[config.mk]
export PLATFORM = sky130hd
export DESIGN_NAME = out_vc_state
export DESIGN_NICKNAME = d
export VERILOG_FILES = /design/src/rtl/out_vc_state_pkg.sv /design/src/rtl/out_vc_slot.sv /design/src/rtl/out_vc_state.sv
export SDC_FILE = /design/constraint.sdc
export NUM_CORES = 1
export LEC_CHECK = 0
export CAP_MARGIN = 30
export CORE_MARGIN = 2
export CORE_UTILIZATION = 55
export DETAILED_ROUTE_END_ITERATION = 12
export HOLD_SLACK_MARGIN = 0.06
export MAX_ROUTING_LAYER = met4
export PLACE_DENSITY_LB_ADDON = 0.15
export SKIP_CTS_REPAIR_TIMING = 1
export SKIP_LAST_GASP = 1
export SLEW_MARGIN = 0
export SYNTH_ARGS = -nofsm -noshare
export SYNTH_HDL_FRONTEND = slang
export SYNTH_HIERARCHICAL = 1
export SYNTH_SLANG_ARGS = --single-unit
[constraint.sdc]
create_clock -name clk -period 13.5 [get_ports clk]
set_clock_uncertainty 0.2 [all_clocks]
set_input_delay 4.05 -clock clk [delete_from_list [all_inputs] [get_ports clk]]
set_output_delay 4.05 -clock clk [all_outputs]
set_load 0.05 [all_outputs]
[src/rtl/out_vc_state_pkg.sv]
// Shared definitions for the output-VC state tracker:
// G-state codes, G field width and default buffer depth.
package out_vc_state_pkg;

    localparam int G_W           = 3;
    localparam int OVC_BUF_DEPTH = 8;

    typedef enum logic [G_W-1:0] {
        OVC_IDLE        = 3'b000,
        OVC_ACTIVE      = 3'b001,
        OVC_WAIT_CREDIT = 3'b010,
        OVC_DRAIN       = 3'b011
    } ovc_state_e;

endpackage

[src/rtl/out_vc_slot.sv]
// One downstream VC: G-state register and credit counter.
// Ports: clk/rst, decoded per-VC hit strobes, state/cnt out,
// slot_err = protocol violation seen on this VC this cycle.
module out_vc_slot
    import out_vc_state_pkg::*;
#(
    parameter int BUF_DEPTH = OVC_BUF_DEPTH,
    parameter int CW        = $clog2(BUF_DEPTH + 1)
) (
    input  logic           clk,
    input  logic           rst,
    input  logic           alloc_hit,
    input  logic           send_hit,
    input  logic           send_tail,
    input  logic           credit_hit,
    output logic [G_W-1:0] state,
    output logic [CW-1:0]  cnt,
    output logic           slot_err
);

    localparam logic [CW:0] FULL = (CW + 1)'(BUF_DEPTH);

    ovc_state_e    state_q, state_d;
    logic [CW-1:0] cnt_q, cnt_d;
    logic          send_ok;
    logic [CW:0]   sum;
    logic          over;

    always_comb begin
        // a send with no credit left is dropped, not underflowed
        send_ok = send_hit && (cnt_q != '0);
        sum     = {1'b0, cnt_q}
                - {{CW{1'b0}}, send_ok}
                + {{CW{1'b0}}, credit_hit};
        over    = sum > FULL;
        cnt_d   = over ? FULL[CW-1:0] : sum[CW-1:0];

        slot_err = over
                 || (send_hit && (cnt_q == '0))
                 || (send_hit && (state_q == OVC_IDLE ||
                                  state_q == OVC_DRAIN))
                 || (alloc_hit && (state_q != OVC_IDLE));

        state_d = state_q;
        unique case (state_q)
            OVC_IDLE: begin
                if (alloc_hit) state_d = OVC_ACTIVE;
            end
            OVC_ACTIVE: begin
                if (send_ok) begin
                    if (send_tail)
                        state_d = (cnt_d == FULL[CW-1:0])
                                ? OVC_IDLE : OVC_DRAIN;
                    else if (cnt_d == '0)
                        state_d = OVC_WAIT_CREDIT;
                end
            end
            OVC_WAIT_CREDIT: begin
                if (cnt_d != '0) state_d = OVC_ACTIVE;
            end
            OVC_DRAIN: begin
                if (cnt_d == FULL[CW-1:0]) state_d = OVC_IDLE;
            end
            default: state_d = OVC_IDLE;
        endcase
    end

    always_ff @(posedge clk) begin
        if (rst) begin
            state_q <= OVC_IDLE;
            cnt_q   <= FULL[CW-1:0];
        end else begin
            state_q <= state_d;
            cnt_q   <= cnt_d;
        end
    end

    assign state = state_q;
    assign cnt   = cnt_q;

endmodule

[src/rtl/out_vc_state.sv]
// Per-output-port downstream VC state and credit tracker.
// Ports: alloc/send/credit strobes with one-hot VC selects in;
// packed G states, packed credit counts, has_credit, sticky err out.
module out_vc_state
    import out_vc_state_pkg::*;
#(
    parameter int VC_NUM    = 4,
    parameter int BUF_DEPTH = OVC_BUF_DEPTH,
    parameter int CW        = $clog2(BUF_DEPTH + 1)
) (
    input  logic                  clk,
    input  logic                  rst,
    input  logic                  alloc_valid,
    input  logic [VC_NUM-1:0]     alloc_vc,
    input  logic                  send_valid,
    input  logic [VC_NUM-1:0]     send_vc,
    input  logic                  send_tail,
    input  logic                  credit_valid,
    input  logic [VC_NUM-1:0]     credit_vc,
    output logic [VC_NUM*G_W-1:0] G,
    output logic [VC_NUM*CW-1:0]  credit_cnt,
    output logic [VC_NUM-1:0]     has_credit,
    output logic                  err
);

    logic [VC_NUM-1:0] alloc_hit, send_hit, credit_hit;
    logic [VC_NUM-1:0] slot_err;
    logic              proto_err;
    logic              err_q, err_d;

    // malformed selects drop the whole event
    always_comb begin
        alloc_hit  = '0;
        send_hit   = '0;
        credit_hit = '0;
        proto_err  = 1'b0;
        if (alloc_valid) begin
            if ($onehot(alloc_vc)) alloc_hit = alloc_vc;
            else                   proto_err = 1'b1;
        end
        if (send_valid) begin
            if ($onehot(send_vc)) send_hit = send_vc;
            else                  proto_err = 1'b1;
        end
        if (credit_valid) begin
            if ($onehot(credit_vc)) credit_hit = credit_vc;
            else                    proto_err  = 1'b1;
        end
        err_d = err_q | proto_err | (|slot_err);
    end

    for (genvar i = 0; i < VC_NUM; i++) begin : g_slot
        logic [CW-1:0] cnt_w;

        out_vc_slot #(
            .BUF_DEPTH (BUF_DEPTH),
            .CW        (CW)
        ) u_slot (
            .clk        (clk),
            .rst        (rst),
            .alloc_hit  (alloc_hit[i]),
            .send_hit   (send_hit[i]),
            .send_tail  (send_tail),
            .credit_hit (credit_hit[i]),
            .state      (G[G_W*i +: G_W]),
            .cnt        (cnt_w),
            .slot_err   (slot_err[i])
        );

        assign credit_cnt[CW*i +: CW] = cnt_w;
        assign has_credit[i]          = |cnt_w;
    end

    always_ff @(posedge clk) begin
        if (rst) err_q <= 1'b0;
        else     err_q <= err_d;
    end

    assign err = err_q;

endmodule

# Word level (Yosys, flattened, before mapping)
# Index checks and enable logic that the tools add are counted.
[word_totals] regBits=29 latchBits=0 ramBits=0 mem_bits_ro=0 inputBits=18 out_inout_bits=33 wordCells=184 memories=0
[op_classes] addsub=17 mul=0 div=0 order_cmp=4 eq_ne=39 shifts=0 muxes=48 bitwise=2 reduce_logical=65
[op_table] op="$mux W3" n=24
[op_table] op="$pmux W3 S4" n=4
[op_table] op="$mux W4" n=10
[op_table] op="$logic_not A4 Y1" n=8
[op_table] op="$reduce_bool A4 Y1" n=8
[op_table] op="$eq A3 B2 Y1 const B" n=8
[op_table] op="$eq A3 B1 Y1 const B" n=7
[op_table] op="$add A5 B1 Y5" n=4
[op_table] op="$gt A5 B4 Y1 const B" n=4
[op_table] op="$reduce_and A5 Y1" n=4
[op_table] op="$reduce_or A4 Y1" n=5
[op_table] op="$sub A4 B1 Y5" n=4
[op_table] op="$eq A4 B4 Y1 const B" n=4
[op_table] op="$logic_and A1 B1 Y1" n=16
[op_table] op="$logic_or A1 B1 Y1" n=16
[op_table] op="$ne A2 B1 Y1 const B" n=8
[op_table] op="$ne A2 B2 Y1 const B" n=8
[op_table] op="$add A1 B1 Y2" n=6
[op_table] op="$logic_not A3 Y1" n=4
[op_table] op="$ne A3 B2 Y1 const B" n=4
[op_table] op="$reduce_bool A3 Y1" n=4
[op_table] op="$add A2 B2 Y3" n=3
[op_table] op="$mux W2" n=4
[op_table] op="$mux W1" n=6
[op_table] op="$or A1 B1 Y1" n=2

# Depth between registers and ports, before layout
# Gate-level depths: netlist of run 1.
[logic_depth] depth_word=15 ltp_mapped=21 depth_no_buf=21

# Modules after synthesis
# The synthesis of run 1 kept the hierarchy.
[by_module_without_submodules] module="out_vc_slot" instances=4 cells_per_inst=68 area_each_um2=579.3
[by_module_without_submodules] module="out_vc_state" instances=1 cells_per_inst=53 area_each_um2=396.6

# Worst setup path before layout of run 1
# Ideal clock, no wire load.
[synth_path] kind="input-to-reg" start="in send_vc[0]" end="reg err_q, in the netlist err" arrival_ns=8.248 t_required_ns=13.162 slack_ns=4.914 cell_stages=21 path_cell_list="inv_1 > fa_1 > inv_1 > ha_1 > ha_1 > nor4b_1 > and2_1 > and2_1 > ha_1 > inv_1 > ha_1 > inv_1 > fa_1 > nor2b_4 > o31ai_4 > xnor2_1 > o21ai_0 > a221o_1 > or4_1 > nor2_1 > a41oi_1"
[synth_via] elab_chain_cells=14 elab_cells_between_ends=48
[synth_rtl] item="from (decl)" line_no="out_vc_state.sv:16" text="input logic [VC_NUM-1:0] send_vc,"
[synth_rtl] item="$add A1 B1 Y2 (not written as such) *" line_no="out_vc_state.sv:42" text="if ($onehot(send_vc)) send_hit = send_vc;"
[synth_rtl] item="$add A2 B2 Y3 (not written as such) *" line_no="out_vc_state.sv:42"
[synth_rtl] item="$eq A3 B1 Y1 *" line_no="out_vc_state.sv:42"
[synth_rtl] item="$mux W4 *" line_no="out_vc_state.sv:42"
[synth_rtl] item="$mux W4 *" line_no="out_vc_state.sv:41" text="if (send_valid) begin"
[synth_rtl] item="via send_hit[1]" line_no="out_vc_state.sv:26" text="logic [VC_NUM-1:0] alloc_hit, send_hit, credit_hit;"
[synth_rtl] item="$logic_and A1 B1 Y1" line_no="out_vc_slot.sv:31" text="send_ok = send_hit && (cnt_q != '0);"
[synth_rtl] item="$sub A4 B1 Y5" line_no="out_vc_slot.sv:33" text="- {{CW{1'b0}}, send_ok}"
[synth_rtl] item="$add A5 B1 Y5" line_no="out_vc_slot.sv:34" text="+ {{CW{1'b0}}, credit_hit};"
[synth_rtl] item="$gt A5 B4 Y1" line_no="out_vc_slot.sv:35" text="over = sum > FULL;"
[synth_rtl] item="$logic_or A1 B1 Y1" line_no="out_vc_slot.sv:39" text="|| (send_hit && (cnt_q == '0))"
[synth_rtl] item="$logic_or A1 B1 Y1 *" line_no="out_vc_slot.sv:40" text="|| (send_hit && (state_q == OVC_IDLE ||"
[synth_rtl] item="$logic_or A1 B1 Y1 *" line_no="out_vc_slot.sv:42" text="|| (alloc_hit && (state_q != OVC_IDLE));"
[synth_rtl] item="via slot_err[1]" line_no="out_vc_state.sv:27" text="logic [VC_NUM-1:0] slot_err;"
[synth_rtl] item="$reduce_or A4 Y1 *" line_no="out_vc_state.sv:49" text="err_d = err_q | proto_err | (|slot_err);"
[synth_rtl] item="$or A1 B1 Y1 *" line_no="out_vc_state.sv:49"
[synth_rtl] item="to (signal assigned)" line_no="out_vc_state.sv:76" text="else err_q <= err_d;"
[synth_rtl] item="to (decl)" line_no="out_vc_state.sv:29" text="logic err_q, err_d;"
# The timed path passes the listed nets; every way through them passes the cells marked *.
# A chain may end at the register's enable or synchronous reset.

# Worst setup path in the final report of run 1
[layout_path] start="in send_vc[0]" end="reg err_q, in the netlist err"
[layout_via] elab_chain_cells=14 elab_cells_between_ends=48
[layout_rtl] item="$add A1 B1 Y2 (not written as such)" line_no="out_vc_state.sv:42"
[layout_rtl] item="$add A2 B2 Y3 (not written as such)" line_no="out_vc_state.sv:42"
[layout_rtl] item="$eq A3 B1 Y1" line_no="out_vc_state.sv:42"
[layout_rtl] item="$mux W4 *" line_no="out_vc_state.sv:42"
[layout_rtl] item="$mux W4 *" line_no="out_vc_state.sv:41"
[layout_rtl] item="via send_hit[0]" line_no="out_vc_state.sv:26"
[layout_rtl] item="$logic_and A1 B1 Y1" line_no="out_vc_slot.sv:31"
[layout_rtl] item="$sub A4 B1 Y5" line_no="out_vc_slot.sv:33"
[layout_rtl] item="$add A5 B1 Y5" line_no="out_vc_slot.sv:34"
[layout_rtl] item="$gt A5 B4 Y1" line_no="out_vc_slot.sv:35"
[layout_rtl] item="$logic_or A1 B1 Y1" line_no="out_vc_slot.sv:39"
[layout_rtl] item="$logic_or A1 B1 Y1 *" line_no="out_vc_slot.sv:40"
[layout_rtl] item="$logic_or A1 B1 Y1 *" line_no="out_vc_slot.sv:42"
[layout_rtl] item="via slot_err[0]" line_no="out_vc_state.sv:27"
[layout_rtl] item="$reduce_or A4 Y1 *" line_no="out_vc_state.sv:49"
[layout_rtl] item="$or A1 B1 Y1 *" line_no="out_vc_state.sv:49"
# Marked as above.

==> impl_metrics.tcl, run 1 <==
set metrics [dict create \
    dieArea_um2 5510 \
    ys_ff_latch 25 \
    yosysSeqAreaShare_pct 18.4 \
    io_buffers 46 \
    setup_violations 0 \
    pwr_density_cell_nw_per_um2 169 \
    hp-class "flip-flop to flip-flop" \
    drt_iter0_markers 86 \
    fmax_mhz 108 \
    synth.distinct_cells 31 \
    crit_required_ns 13.42 \
    status "finished, final reports clean" \
    fin_crit_ns 9.28 \
    h-tree-depth 1 \
    detail_route.wl_per_cell_um 12.8 \
    criticalPathCategory "input port to flip-flop" \
    fin_ws_ns 4.22 \
    drv_cap 0 \
    drc 0 \
    hold_violations 0 \
    rsz0062_at_grt "no" \
    antenna_found_initial 0 \
    pin_count 51 \
    num_rows 25 \
    cts_tree "done" \
    drive_gt1_share_pct 6.20 \
    syn_area_per_cell_um2 8.35 \
    synth_top_cell_by_area "ha_1" \
    netlist.area_leader.share_pct 21.2 \
    gr-total-overflow 0 \
    gp_congestion 0.878 \
    start_util_pct 57.1 \
    cts-root-buf "clkbuf_8" \
    final_antenna_net_count 0 \
    die_width_um 74.2 \
    syn_area_um2 2710 \
    diodes 0 \
    stdcell_area_um2 3270 \
    place_area_um2 3230 \
    drv_slew 0 \
    power.leakage_nw 1.58 \
    cts_buffers 3 \
    cts.sinks 25 \
    grt_usage_pct 22.4 \
    grt_max_degree 26 \
    clk_latency_ns 0.28 \
    slew_headroom_pct 43.2 \
    clk_pin_slew_ns 0.10 \
    tightest_slew_ns 0.849 \
    first_pass_iters 4 \
    hpwl_um 4550 \
    synth_area_leaders "ha_1, dfxtp_1, inv_1" \
    core_area_um2 4750 \
    path_max_fanout 5 \
    arrival_ns 9.20 \
    synth.net_count 396 \
    finalCritPeriodShare_pct 68.7 \
    num_vias 2244 \
    post-place-ws_ns 3.92 \
    synth_warnings 6 \
    end_kind "flip-flop" \
    syn-instance-count 325 \
    ys.flop_type "dfxtp_1" \
    synth_edf_count 0 \
    grt_pass1_vias 2158 \
    start_kind "input port" \
    syn_to_final_growth_pct 20.6 \
    setup_tns_ns 0 \
    clockBufferDepth 2 \
    die_y_um 74.2 \
    finalNetCount 443 \
    via_per_inst 5.12 \
    ir_worst_vdd_mv 0.0940 \
    grt_pass1_wl_um 9420 \
    wirelength_um 5620 \
    async_reset_ff_share_pct 0 \
]
[cells in the mapped netlist (8+ instances only)]
cell type and n:
nand2_1 8, or2_2 8, ha_1 46, and2_1 16, nand3_1 12, xnor2_1 8
inv_1 74, a221o_1 8, nand2b_1 16, a21oi_1 8, nor2_1 21, dfxtp_1 25
[cell type report]
| class | count | area (um^2) |
|---|---|---|
| Clock buffer | 4 | 45.0 |
| Multi-Input combinational cell | 222 | 1910 |
| Sequential cell | 25 | 500 |
| Timing Repair Buffer | 46 | 460 |
| Inverter | 74 | 278 |
| Tap cell | 67 | 83.8 |
| Fill cell | 415 | 1480 |
[per-layer routing]
layer | GRT usage (%) | wire length (um) | vias to the layer above
met5 | - | 0 | -
met4 | 6.55 | 80 | 0
met1 | 27.7 | 2560 | 1036
li1 | - | - | 1146
met2 | 38.6 | 2740 | 55
met3 | 2.30 | 241 | 7
[final timing paths]
path | startpoint | endpoint | slack, ns | cells after the start
min | g_slot[2].u_slot/state[0]$_SDFFE_PP0P_ | g_slot[2].u_slot/state[0]$_SDFFE_PP0P_ | 0.34 | 2
max reg2reg | g_slot[1].u_slot/cnt[3]$_SDFF_PP1_ | err$_SDFF_PP0_ | 9.53 | 17
min reg2reg | g_slot[2].u_slot/state[0]$_SDFFE_PP0P_ | g_slot[2].u_slot/state[0]$_SDFFE_PP0P_ | 0.34 | 2
max | send_vc[0] | err$_SDFF_PP0_ | 4.22 | 22
[through the flow]
step / instances / power, mW / hold WS, ns / util, %
6_report: 438 / 0.555 / 0.344 / 68.8
4_1_cts: 438 / 0.557 / 0.343 / 68.8
5_1_grt: 438 / 0.601 / 0.376 / 68.8
3_5_place_dp: 434 / 0.506 / 0.328 / 67.9
3_3_place_gp: 434 / 0.500 / 0.325 / 67.9
2_1_floorplan: 325 / 0.417 / 0.535 / -
[sequential cells by signal (all words and copies together) (netlist names)]
signal,count
g_slot.u_slot/state,8
err,1
g_slot.u_slot/cnt,16
[where the power goes]
group	total (mW)	internal, mW	switching, mW
registers	0.105	0.0890	0.0161
logic	0.403	0.168	0.234
clock network	0.0471	0.0212	0.0259
total	0.555	0.279	0.276
[kinds of logic after synthesis]
group / synth area share (%)
XOR/XNOR: 3.87
flip-flops: 18.4
adder cells (fa/ha/maj): 26.4
other: 0.553
AND/OR/NAND/NOR: 22.4
buffers and inverters: 11.3
multiplexers: 3.69
AO/OA/AOI/OAI: 13.3
[worst max-delay path: stages]
cell	delay, ns
clkdlybuf4s50_1	0.49
inv_1	0.06
fa_1	0.52
inv_1	0.04
ha_1	0.17
ha_1	0.29
nor4b_1	0.49
and2_1	0.22
and2_1	0.15
ha_1	0.23
inv_1	0.06
ha_1	0.16
inv_1	0.06
fa_1	0.44
nor2b_4	0.16
o31ai_4	0.06
xnor2_1	0.32
o21ai_0	0.19
a221o_1	0.31
or4_1	0.50
nor2_1	0.10
a41oi_1	0.11
[cell usage in the layout (no fill, tap or decap), drive strengths merged]
master	n
nand3	12
clkbuf	4
nand2	8
or4	5
a21oi	8
xor2	4
nand4	4
a32o	4
a221o	8
a21o	4
nor2	21
and2	16
xnor2	8
nor2b	8
inv	74
a211o	4
fa	7
nand2b	16
o21ai	4
nor4b	3
mux2	4
dfxtp	25
o31ai	7
mux2i	4
or2	8
a41oi	1
conb	4
nor3	4
clkdlybuf4s50	46
ha	46
(Power assumes the default switching activity.)
==> inputs of run 2 (changes only) <==
- CORE_UTILIZATION: 55 -> 53
- clock period: 13.5 -> 9.45 ns (I/O delays scaled with it)
==> impl_metrics.tcl, run 2 (synthesis results as in run 1) <==
set metrics [dict create \
    hold_ws_ns 0.343 \
    grt_pass1_wl_um 9510 \
    start_util_pct 54.2 \
    h-tree-depth 1 \
    crit_required_ns 9.37 \
    drive_gt1_share_pct 6.20 \
    power.total_mw 0.795 \
    mostFrequentLayoutCells "inv_1, ha_1, clkdlybuf4s50_1" \
    wirelength_um 5590 \
    whs_path_depth 2 \
    arrival_ns 8.07 \
    start_kind "input port" \
    gp_congestion 0.843 \
    hp-class "flip-flop to flip-flop" \
    setup_violations 0 \
    num_rows 26 \
    antenna_found_initial 0 \
    drc 0 \
    fmax_mhz 123 \
    crit_chain "clkdlybuf4s50_1 > inv_1 > fa_1 > inv_1 > ha_1 > ha_1 > nor4b_1 > and2_1 > and2_1 > ha_1 > inv_1 > ha_1 > inv_1 > fa_1 > nor2b_4 > o31ai_4 > xnor2_1 > o21ai_0 > a221o_1 > or4_1 > nor2_1 > a41oi_1" \
    diodes 0 \
    criticalPathCategory "input port to flip-flop" \
    path_max_fanout 5 \
    power.leakage_nw 1.58 \
    io_buffers 46 \
    drv_slew 0 \
    cp.depth 22 \
    fin_crit_ns 8.15 \
    cts.sinks 25 \
    detail_route.wl_per_cell_um 12.7 \
    grt_pass1_vias 2130 \
    hold_violations 0 \
    end_kind "flip-flop" \
    hpwl_um 4620 \
    drt_iter0_markers 68 \
    reg2reg_depth 17 \
    tightest_slew_ns 0.772 \
    dieArea_um2 5710 \
    slew_headroom_pct 48.4 \
    finalCritPeriodShare_pct 86.2 \
    status "finished, final reports clean" \
    via_per_inst 5.15 \
    critical-path-slowest-cell "nor4b_1" \
    gr-total-overflow 0 \
    die_y_um 75.6 \
    pwr_density_cell_nw_per_um2 243 \
    drv_cap 0 \
    grt_max_degree 26 \
    setup_tns_ns 0 \
    ir_worst_vdd_mv 0.141 \
    n_fill_cell 456 \
    cts-root-buf "clkbuf_8" \
    cts_buffers 3 \
    clk_latency_ns 0.27 \
    rsz0062_at_grt "no" \
    die_width_um 75.6 \
    clockBufferDepth 2 \
    path_delay_family "adder cells" \
    final_antenna_net_count 0 \
    largest_reg_flops 16 \
    final_common_cell "inv_1" \
    syn_to_final_growth_pct 20.7 \
    grt_usage_pct 22.0 \
    pin_count 51 \
    cts_tree "done" \
    path_buf_inv 5 \
    num_vias 2270 \
    core_area_um2 5010 \
    slowest_delay_ns 0.54 \
    first_pass_iters 4 \
    clk_pin_slew_ns 0.10 \
    finalNetCount 443 \
]
-- run 2: cell counts in the layout (fill, tap and decap cells not counted) --
Identical to the previous run, type by type.
-- run 2: layout make-up --
class	count	area, um^2	area share [%]
multi-input combinational	222	1910	58.2
sequential	25	500	15.3
clock buffer	4	45.0	1.37
tap	70	87.6	2.67
inverter	74	278	8.48
timing repair buffer	46	460	14.1
-- run 2: worst paths after layout --
| kind | from | to | slack [ns] |
|---|---|---|---|
| worst max-delay path | send_vc[0] | err$_SDFF_PP0_ | 1.30 |
| worst min-delay path | g_slot[0].u_slot/state[0]$_SDFFE_PP0P_ | g_slot[0].u_slot/state[0]$_SDFFE_PP0P_ | 0.34 |
| worst max register to register | g_slot[1].u_slot/cnt[3]$_SDFF_PP1_ | err$_SDFF_PP0_ | 5.41 |
| worst min register to register | g_slot[0].u_slot/state[0]$_SDFFE_PP0P_ | g_slot[0].u_slot/state[0]$_SDFFE_PP0P_ | 0.34 |
-- run 2: layer usage --
metal / part of all wire (%) / vias to the layer above / GRT usage (%)
met5: 0 / - / -
met4: 0.52 / 0 / 4.68
met2: 49 / 48 / 36.8
met3: 4.5 / 2 / 1.98
li1: - / 1153 / -
met1: 46 / 1067 / 29.0
-- run 2: power by group --
part / leakage, nW / switching [mW] / internal (mW)
registers: 0.203 / 0.0232 / 0.127
clock network: 0.0228 / 0.0376 / 0.0303
logic: 1.36 / 0.336 / 0.240
total: 1.58 / 0.397 / 0.398
-- run 2: stage by stage --
| stage | std cells | cell area [um^2] | util (%) | setup WS (ns) |
|---|---|---|---|---|
| final | 441 | 3280 | 65.4 | 1.30 |
| after detailed placement | 437 | 3230 | 64.5 | 1.06 |
| after floorplan | 325 | 2710 | - | 2.08 |
| after global placement | 437 | 3230 | 64.5 | 1.21 |
| after global routing | 441 | 3280 | 65.4 | 0.900 |
| after CTS | 441 | 3280 | 65.4 | 1.35 |
-- run 2: tightest hold or removal path: cells and delay by family (launching register included) --
kind          cells  cell delay, ns
flops             1            0.36
simple gates      1            0.08
mux               1            0.06
